### src/rtl/vga_sync_decoder.sv
`timescale 1ns / 1ps
// vga_sync_decoder
// Recovers pixel timing from an active-low hsync/vsync pair sampled with a
// pixel strobe: pixel coordinates relative to the active window, an
// active-video flag, lock status, line count of the last frame, and
// frame-start / timing-error pulses.
//
// Ports:
//   clk          system clock, all logic on the rising edge
//   reset        synchronous, active-high
//   pix_en       one-clk pixel strobe
//   hsync_in     horizontal sync, active-low, asynchronous to clk
//   vsync_in     vertical sync, active-low, asynchronous to clk
//   hc, vc       hcnt - H_DAT_BEGIN, vcnt - V_DAT_BEGIN (modulo 1024)
//   effect       locked and inside the active window
//   locked       timing locked to the incoming syncs
//   frame_start  one-clk pulse when vcnt restarts while locked
//   sync_err     one-clk pulse on a timing violation in HLOCK/LOCKED
//   line_count   number of lines in the last completed frame
module vga_sync_decoder #(
    parameter int unsigned H_SYNC      = 96,
    parameter int unsigned H_TOTAL     = 800,
    parameter int unsigned H_DAT_BEGIN = 143,
    parameter int unsigned H_DAT_END   = 783,
    parameter int unsigned V_DAT_BEGIN = 34,
    parameter int unsigned V_DAT_END   = 514
) (
    input  logic       clk,
    input  logic       reset,
    input  logic       pix_en,
    input  logic       hsync_in,
    input  logic       vsync_in,
    output logic [9:0] hc,
    output logic [9:0] vc,
    output logic       effect,
    output logic       locked,
    output logic       frame_start,
    output logic       sync_err,
    output logic [9:0] line_count
);

    localparam logic [9:0] HSync   = 10'(H_SYNC);
    localparam logic [9:0] HLast   = 10'(H_TOTAL - 1);
    localparam logic [9:0] HBegin  = 10'(H_DAT_BEGIN);
    localparam logic [9:0] HEnd    = 10'(H_DAT_END);
    localparam logic [9:0] VBegin  = 10'(V_DAT_BEGIN);
    localparam logic [9:0] VEnd    = 10'(V_DAT_END);
    localparam logic [9:0] CntMax  = 10'd1023;

    typedef enum logic [1:0] {StSearch, StHlock, StLocked} state_e;

    logic       hs_meta_q, hs_q, vs_meta_q, vs_q;
    logic       hs_prev_q, vs_prev_q;
    logic [9:0] hcnt_q, vcnt_q, hlow_q, hlow_cap_q, line_count_q;
    logic       vpend_q, seen_q;
    logic [1:0] good_q;
    state_e     state_q;
    logic       frame_start_q, sync_err_q;

    logic hfall, vfall, hrise, frame_line, line_eval, line_good, line_bad, hsat;

    // Edges are only meaningful between successive pixel strobes.
    assign hfall      = pix_en & hs_prev_q & ~hs_q;
    assign vfall      = pix_en & vs_prev_q & ~vs_q;
    assign hrise      = pix_en & ~hs_prev_q & hs_q;
    // A pending (or simultaneous) vsync is consumed by the next hsync.
    assign frame_line = hfall & (vpend_q | vfall);
    // The very first hfall has no preceding line to judge.
    assign line_eval  = hfall & seen_q;
    assign line_good  = (hcnt_q == HLast) && (hlow_cap_q == HSync);
    assign line_bad   = line_eval & ~line_good;
    // Counter about to saturate with no hsync in sight.
    assign hsat       = pix_en & ~hfall & (hcnt_q == CntMax - 10'd1);

    // Synchronizers and previous-strobe samples reset high: no false edge.
    always_ff @(posedge clk) begin
        if (reset) begin
            hs_meta_q <= 1'b1;
            hs_q      <= 1'b1;
            vs_meta_q <= 1'b1;
            vs_q      <= 1'b1;
            hs_prev_q <= 1'b1;
            vs_prev_q <= 1'b1;
        end else begin
            hs_meta_q <= hsync_in;
            hs_q      <= hs_meta_q;
            vs_meta_q <= vsync_in;
            vs_q      <= vs_meta_q;
            if (pix_en) begin
                hs_prev_q <= hs_q;
                vs_prev_q <= vs_q;
            end
        end
    end

    always_ff @(posedge clk) begin
        if (reset) begin
            hcnt_q       <= '0;
            vcnt_q       <= '0;
            hlow_q       <= '0;
            hlow_cap_q   <= '0;
            line_count_q <= '0;
            vpend_q      <= 1'b0;
            seen_q       <= 1'b0;
        end else if (pix_en) begin
            if (hfall) begin
                hcnt_q <= '0;
            end else if (hcnt_q != CntMax) begin
                hcnt_q <= hcnt_q + 10'd1;
            end

            // hlow counts the hfall strobe itself, hence restart at 1.
            if (hfall) begin
                hlow_q <= 10'd1;
            end else if (!hs_q && hlow_q != CntMax) begin
                hlow_q <= hlow_q + 10'd1;
            end
            if (hrise) begin
                hlow_cap_q <= hlow_q;
            end

            if (hfall) begin
                seen_q <= 1'b1;
            end

            if (frame_line) begin
                vpend_q      <= 1'b0;
                vcnt_q       <= '0;
                line_count_q <= vcnt_q + 10'd1;
            end else begin
                if (vfall) begin
                    vpend_q <= 1'b1;
                end
                if (hfall && vcnt_q != CntMax) begin
                    vcnt_q <= vcnt_q + 10'd1;
                end
            end
        end
    end

    always_ff @(posedge clk) begin
        if (reset) begin
            state_q       <= StSearch;
            good_q        <= '0;
            frame_start_q <= 1'b0;
            sync_err_q    <= 1'b0;
        end else begin
            frame_start_q <= 1'b0;
            sync_err_q    <= 1'b0;
            if (pix_en) begin
                unique case (state_q)
                    StSearch: begin
                        if (line_eval) begin
                            if (!line_good) begin
                                good_q <= '0;
                            end else if (good_q == 2'd1) begin
                                good_q  <= '0;
                                state_q <= StHlock;
                            end else begin
                                good_q <= good_q + 2'd1;
                            end
                        end
                    end
                    StHlock: begin
                        if (line_bad) begin
                            sync_err_q <= 1'b1;
                            state_q    <= StSearch;
                        end else if (frame_line) begin
                            frame_start_q <= 1'b1;
                            state_q       <= StLocked;
                        end
                    end
                    StLocked: begin
                        if (line_bad || hsat) begin
                            sync_err_q <= 1'b1;
                            state_q    <= StSearch;
                        end else if (frame_line) begin
                            frame_start_q <= 1'b1;
                        end
                    end
                    default: state_q <= StSearch;
                endcase
            end
        end
    end

    assign locked      = (state_q == StLocked);
    assign frame_start = frame_start_q;
    assign sync_err    = sync_err_q;
    assign line_count  = line_count_q;
    assign hc          = hcnt_q - HBegin;
    assign vc          = vcnt_q - VBegin;
    assign effect      = locked && (hcnt_q >= HBegin) && (hcnt_q < HEnd) &&
                         (vcnt_q >= VBegin) && (vcnt_q < VEnd);

endmodule

### config.mk
export PLATFORM = sky130hd
export DESIGN_NAME = vga_sync_decoder
export DESIGN_NICKNAME = d
export VERILOG_FILES = /design/src/rtl/vga_sync_decoder.sv
export SDC_FILE = /design/constraint.sdc
export NUM_CORES = 1
export LEC_CHECK = 0
export BUFFER_PORTS_ARGS = -buffer_cell sky130_fd_sc_hd__buf_2
export CORE_MARGIN = 5
export CORE_UTILIZATION = 58
export CTS_CLUSTER_SIZE = 14
export DETAILED_ROUTE_END_ITERATION = 16
export HOLD_SLACK_MARGIN = 0.06
export MAX_ROUTING_LAYER = met4
export PLACE_DENSITY = 0.79
export SLEW_MARGIN = 10
export SYNTH_ARGS = -nofsm -noshare
export SYNTH_HDL_FRONTEND = slang
export SYNTH_SLANG_ARGS = --single-unit
export TNS_END_PERCENT = 30
### constraint.sdc
create_clock -name clk -period 2.45 [get_ports clk]
set_input_delay 0.245 -clock clk [delete_from_list [all_inputs] [get_ports clk]]
set_output_delay 0.245 -clock clk [all_outputs]
set_load 0.02 [all_outputs]
==> reports/qor.csv <==
metric,value,unit
status,finished clean,
max_slew.worst_pin.slew,0.638,ns
final.min_clock_period,2.31,ns
synth_xor_area_frac,0.0755,
grt_pass1_wl,12100,um
postLayoutCoreUtil,0.673,
synth-seq-cells,64,
cp_slowest_cell,or4_1,
synth.avg_cell_area,8.63,um^2
syn_inst,390,
num_vias,2849,
cts.clk_slew.worst_paths,0.06,ns
cts_tree,done,
met2_length,3360,um
min_path_type,primary input to register,
worstSkewPairLatency,0.35,ns
synth_edf_count,0,
grt_setup_unrepaired,false,
ir_worst_vdd,0.412,mV
area_growth_syn_to_layout,11.4,%
ant_nets,0,
fin_crit_sh,0.945,
cts_max_level,3,
worstRegToRegCells,6,
ys.flop_type,dfxtp_1,
rr_endpoint,vcnt_q[1],
synth_top_family_by_area,simple AND/OR/NAND/NOR gates,
syn_nets,405,
synthAdderAreaFrac,0.0372,
fp-row-count,27,
gp_congestion,0.848,
skew,0.00793,ns
numCtsBuffers,9,
core_area,5570,um^2
synthMuxAreaShare,0.0390,
crit_buf_inv,1,
path_max_fanout,10,
clock-root-buffer,clkbuf_8,
synth_area_leaders,"dfxtp_1 (38%), nor2_1 (6.6%), xnor2_1 (4.4%), ha_1 (3.7%), mux2i_1 (3.6%)",
crit_arrival,2.07,ns
min_path_cells,2,
die_area,7420,um^2
power.density,520,nW/um^2
first_global_vias,2593,
finalHoldViolCount,0,
grt_max_degree,33,
r2r_slack,0.32,ns
fmax,0.432,GHz
whs,0.0848,ns
cp.required,2.20,ns
cts_hold_buf,0,
max_slew_margin,0.573,
setup_violations,0,
yosys_warnings,0,
crit_type,register to primary output,
async_flop_share,0,
fin_tns_setup,0,ns
initial_core_util,0.604,
clock-sinks,64,
min_to,hs_meta_q,
max_stage_delay,0.57,ns
first_pass_iters,5,
path_cells,or4_1 > o21ai_0 > a21oi_1 > a41oi_2 > nor3b_1 > buf_2,
fin_area,3750,um^2
synth_top_area_frac,0.381,
wl_met3,423,um
drv_slew,0,
min_from,hsync_in,
antenna_found_initial,0,
dp_slack,0.368,ns
wl_met1,3320,um
ios,39,
num_antenna_cells,0,
post-route-drc-count,0,
grt_usage,0.211,
cp-start-kind,register,
port_buffers,38,
die_h,86.2,um
p_leak,1.48,nW
drive_above_1_share,0.186,
drt_iter0_drc,211,
cp-end-kind,primary output,
critPathTopFamily,simple AND/OR/NAND/NOR gates,
top_layer,met4,
yosysTopAreaCell,dfxtp_1,
clockBufferDepth,2,
avgViaCountPerCell,5.73,
yosysSeqAreaShare,0.381,
rr_startpoint,vcnt_q[1],
wire_per_inst,14.6,um
die_width,86.2,um
setup_slack,0.135,ns
fin_nets,438,
synth_cell_type_count,60,
post_dp_cell_area,3580,um^2
grt-ovfl-total,0,
finalWirelength,7230,um
post-dp-hpwl,5150,um
synth_simple_gate_area_frac,0.250,
synth-compound-area-share,0.163,
drv_cap,0,
netlist_area,3360,um^2
-- sequential cells by signal (all words and copies together) (netlist names) --
signal / cells
hlow_cap_q: 10
vs_prev_q: 1
hs_meta_q: 1
seen_q: 1
hs_q: 1
good_q: 2
line_count: 10
sync_err: 1
vpend_q: 1
state_q: 2
hlow_q: 10
hcnt_q: 10
hs_prev_q: 1
vcnt_q: 10
vs_q: 1
frame_start: 1
vs_meta_q: 1
-- per-stage QoR --
| stage | total power [W] | std cells |
|---|---|---|
| 2_1_floorplan | 0.00117 | 390 |
| 3_3_place_gp | 0.00119 | 484 |
| 3_5_place_dp | 0.00120 | 484 |
| 4_1_cts | 0.00197 | 497 |
| 5_1_grt | 0.00203 | 497 |
| 6_report | 0.00195 | 497 |
-- cell families (layout without fill, tap and decap cells) --
| logic type | Yosys count | in the layout |
|---|---|---|
| AND/OR/NAND/NOR | 161 | 161 |
| flip-flops | 64 | 64 |
| adder cells (fa/ha/maj) | 10 | 10 |
| buffers and inverters | 39 | 74 |
| XOR/XNOR | 29 | 29 |
| AO/OA/AOI/OAI | 74 | 74 |
| multiplexers | 13 | 13 |
-- area by class of cell --
class                           instances  area, um^2
Tap cell                               72        90.1
Clock buffer                           12         155
Multi-Input combinational cell        287        1910
Fill cell                             475        1830
Inverter                               15        56.3
Sequential cell                        64        1280
Timing Repair Buffer                   46         250
Clock inverter                          1        5.00
-- report_power, final --
part | total, W | switching (W) | internal [W]
Combinational | 0.000107 | 0.0000705 | 0.0000366
Clock | 0.000773 | 0.000369 | 0.000404
Sequential | 0.00107 | 0.0000153 | 0.00105
-- Yosys cell counts, types with 10 or more instances --
cell / number
xnor2_1: 17
a21oi_1: 22
xor2_1: 12
ha_1: 10
mux2i_1: 12
dfxtp_1: 64
nor3_1: 16
nor2_1: 59
inv_1: 14
nand2_1: 26
buf_2: 10
nand3_1: 14
o21ai_0: 14
-- worst max path at each step --
stage,cells past startpoint,from,slack [ns],endpoint
after global routing,7,hcnt_q[0],0.01,effect
after floorplan,6,hcnt_q[0],0.50,effect
after CTS,6,vcnt_q[3],0.06,effect
after global placement,6,vcnt_q[1],0.45,vcnt_q[1]
after detailed placement,6,vcnt_q[1],0.37,vcnt_q[1]
final,6,vcnt_q[3],0.14,effect
-- metal layers --
layer  up-vias  global-route usage
met5         -                   -
met4         0              0.0878
met3        13              0.0500
met2        75               0.321
met1      1323               0.268
li1       1438                   -
-- placed cells by master (no fill, tap or decap), types with 2 or more instances in the layout --
cell type	n
xor2_1	12
o41ai_4	2
nor4_1	4
a221oi_2	2
nor2b_1	3
nor3b_1	2
ha_1	10
a21oi_1	22
buf_4	8
o32ai_1	3
or4_1	3
nand3_1	13
nand3_2	2
or2_2	4
o21a_1	3
nor3_1	16
o211ai_1	2
nand3b_1	3
clkbuf_8	11
xnor2_1	17
nor3_2	2
and3_1	2
mux2i_1	12
o21ai_0	14
o31ai_1	5
a211oi_1	9
nand2_1	26
or3_1	5
nand4_1	5
dfxtp_1	64
inv_1	14
buf_2	38
nor2_1	59
-- what timing repair did --
action                                 CTS  global route
resized for setup                        0             2
setup endpoints to repair                0             1
endpoints found under the hold margin    0             0
setup buffers                            0             0
No activity file was read; power rests on OpenSTA's default activity.
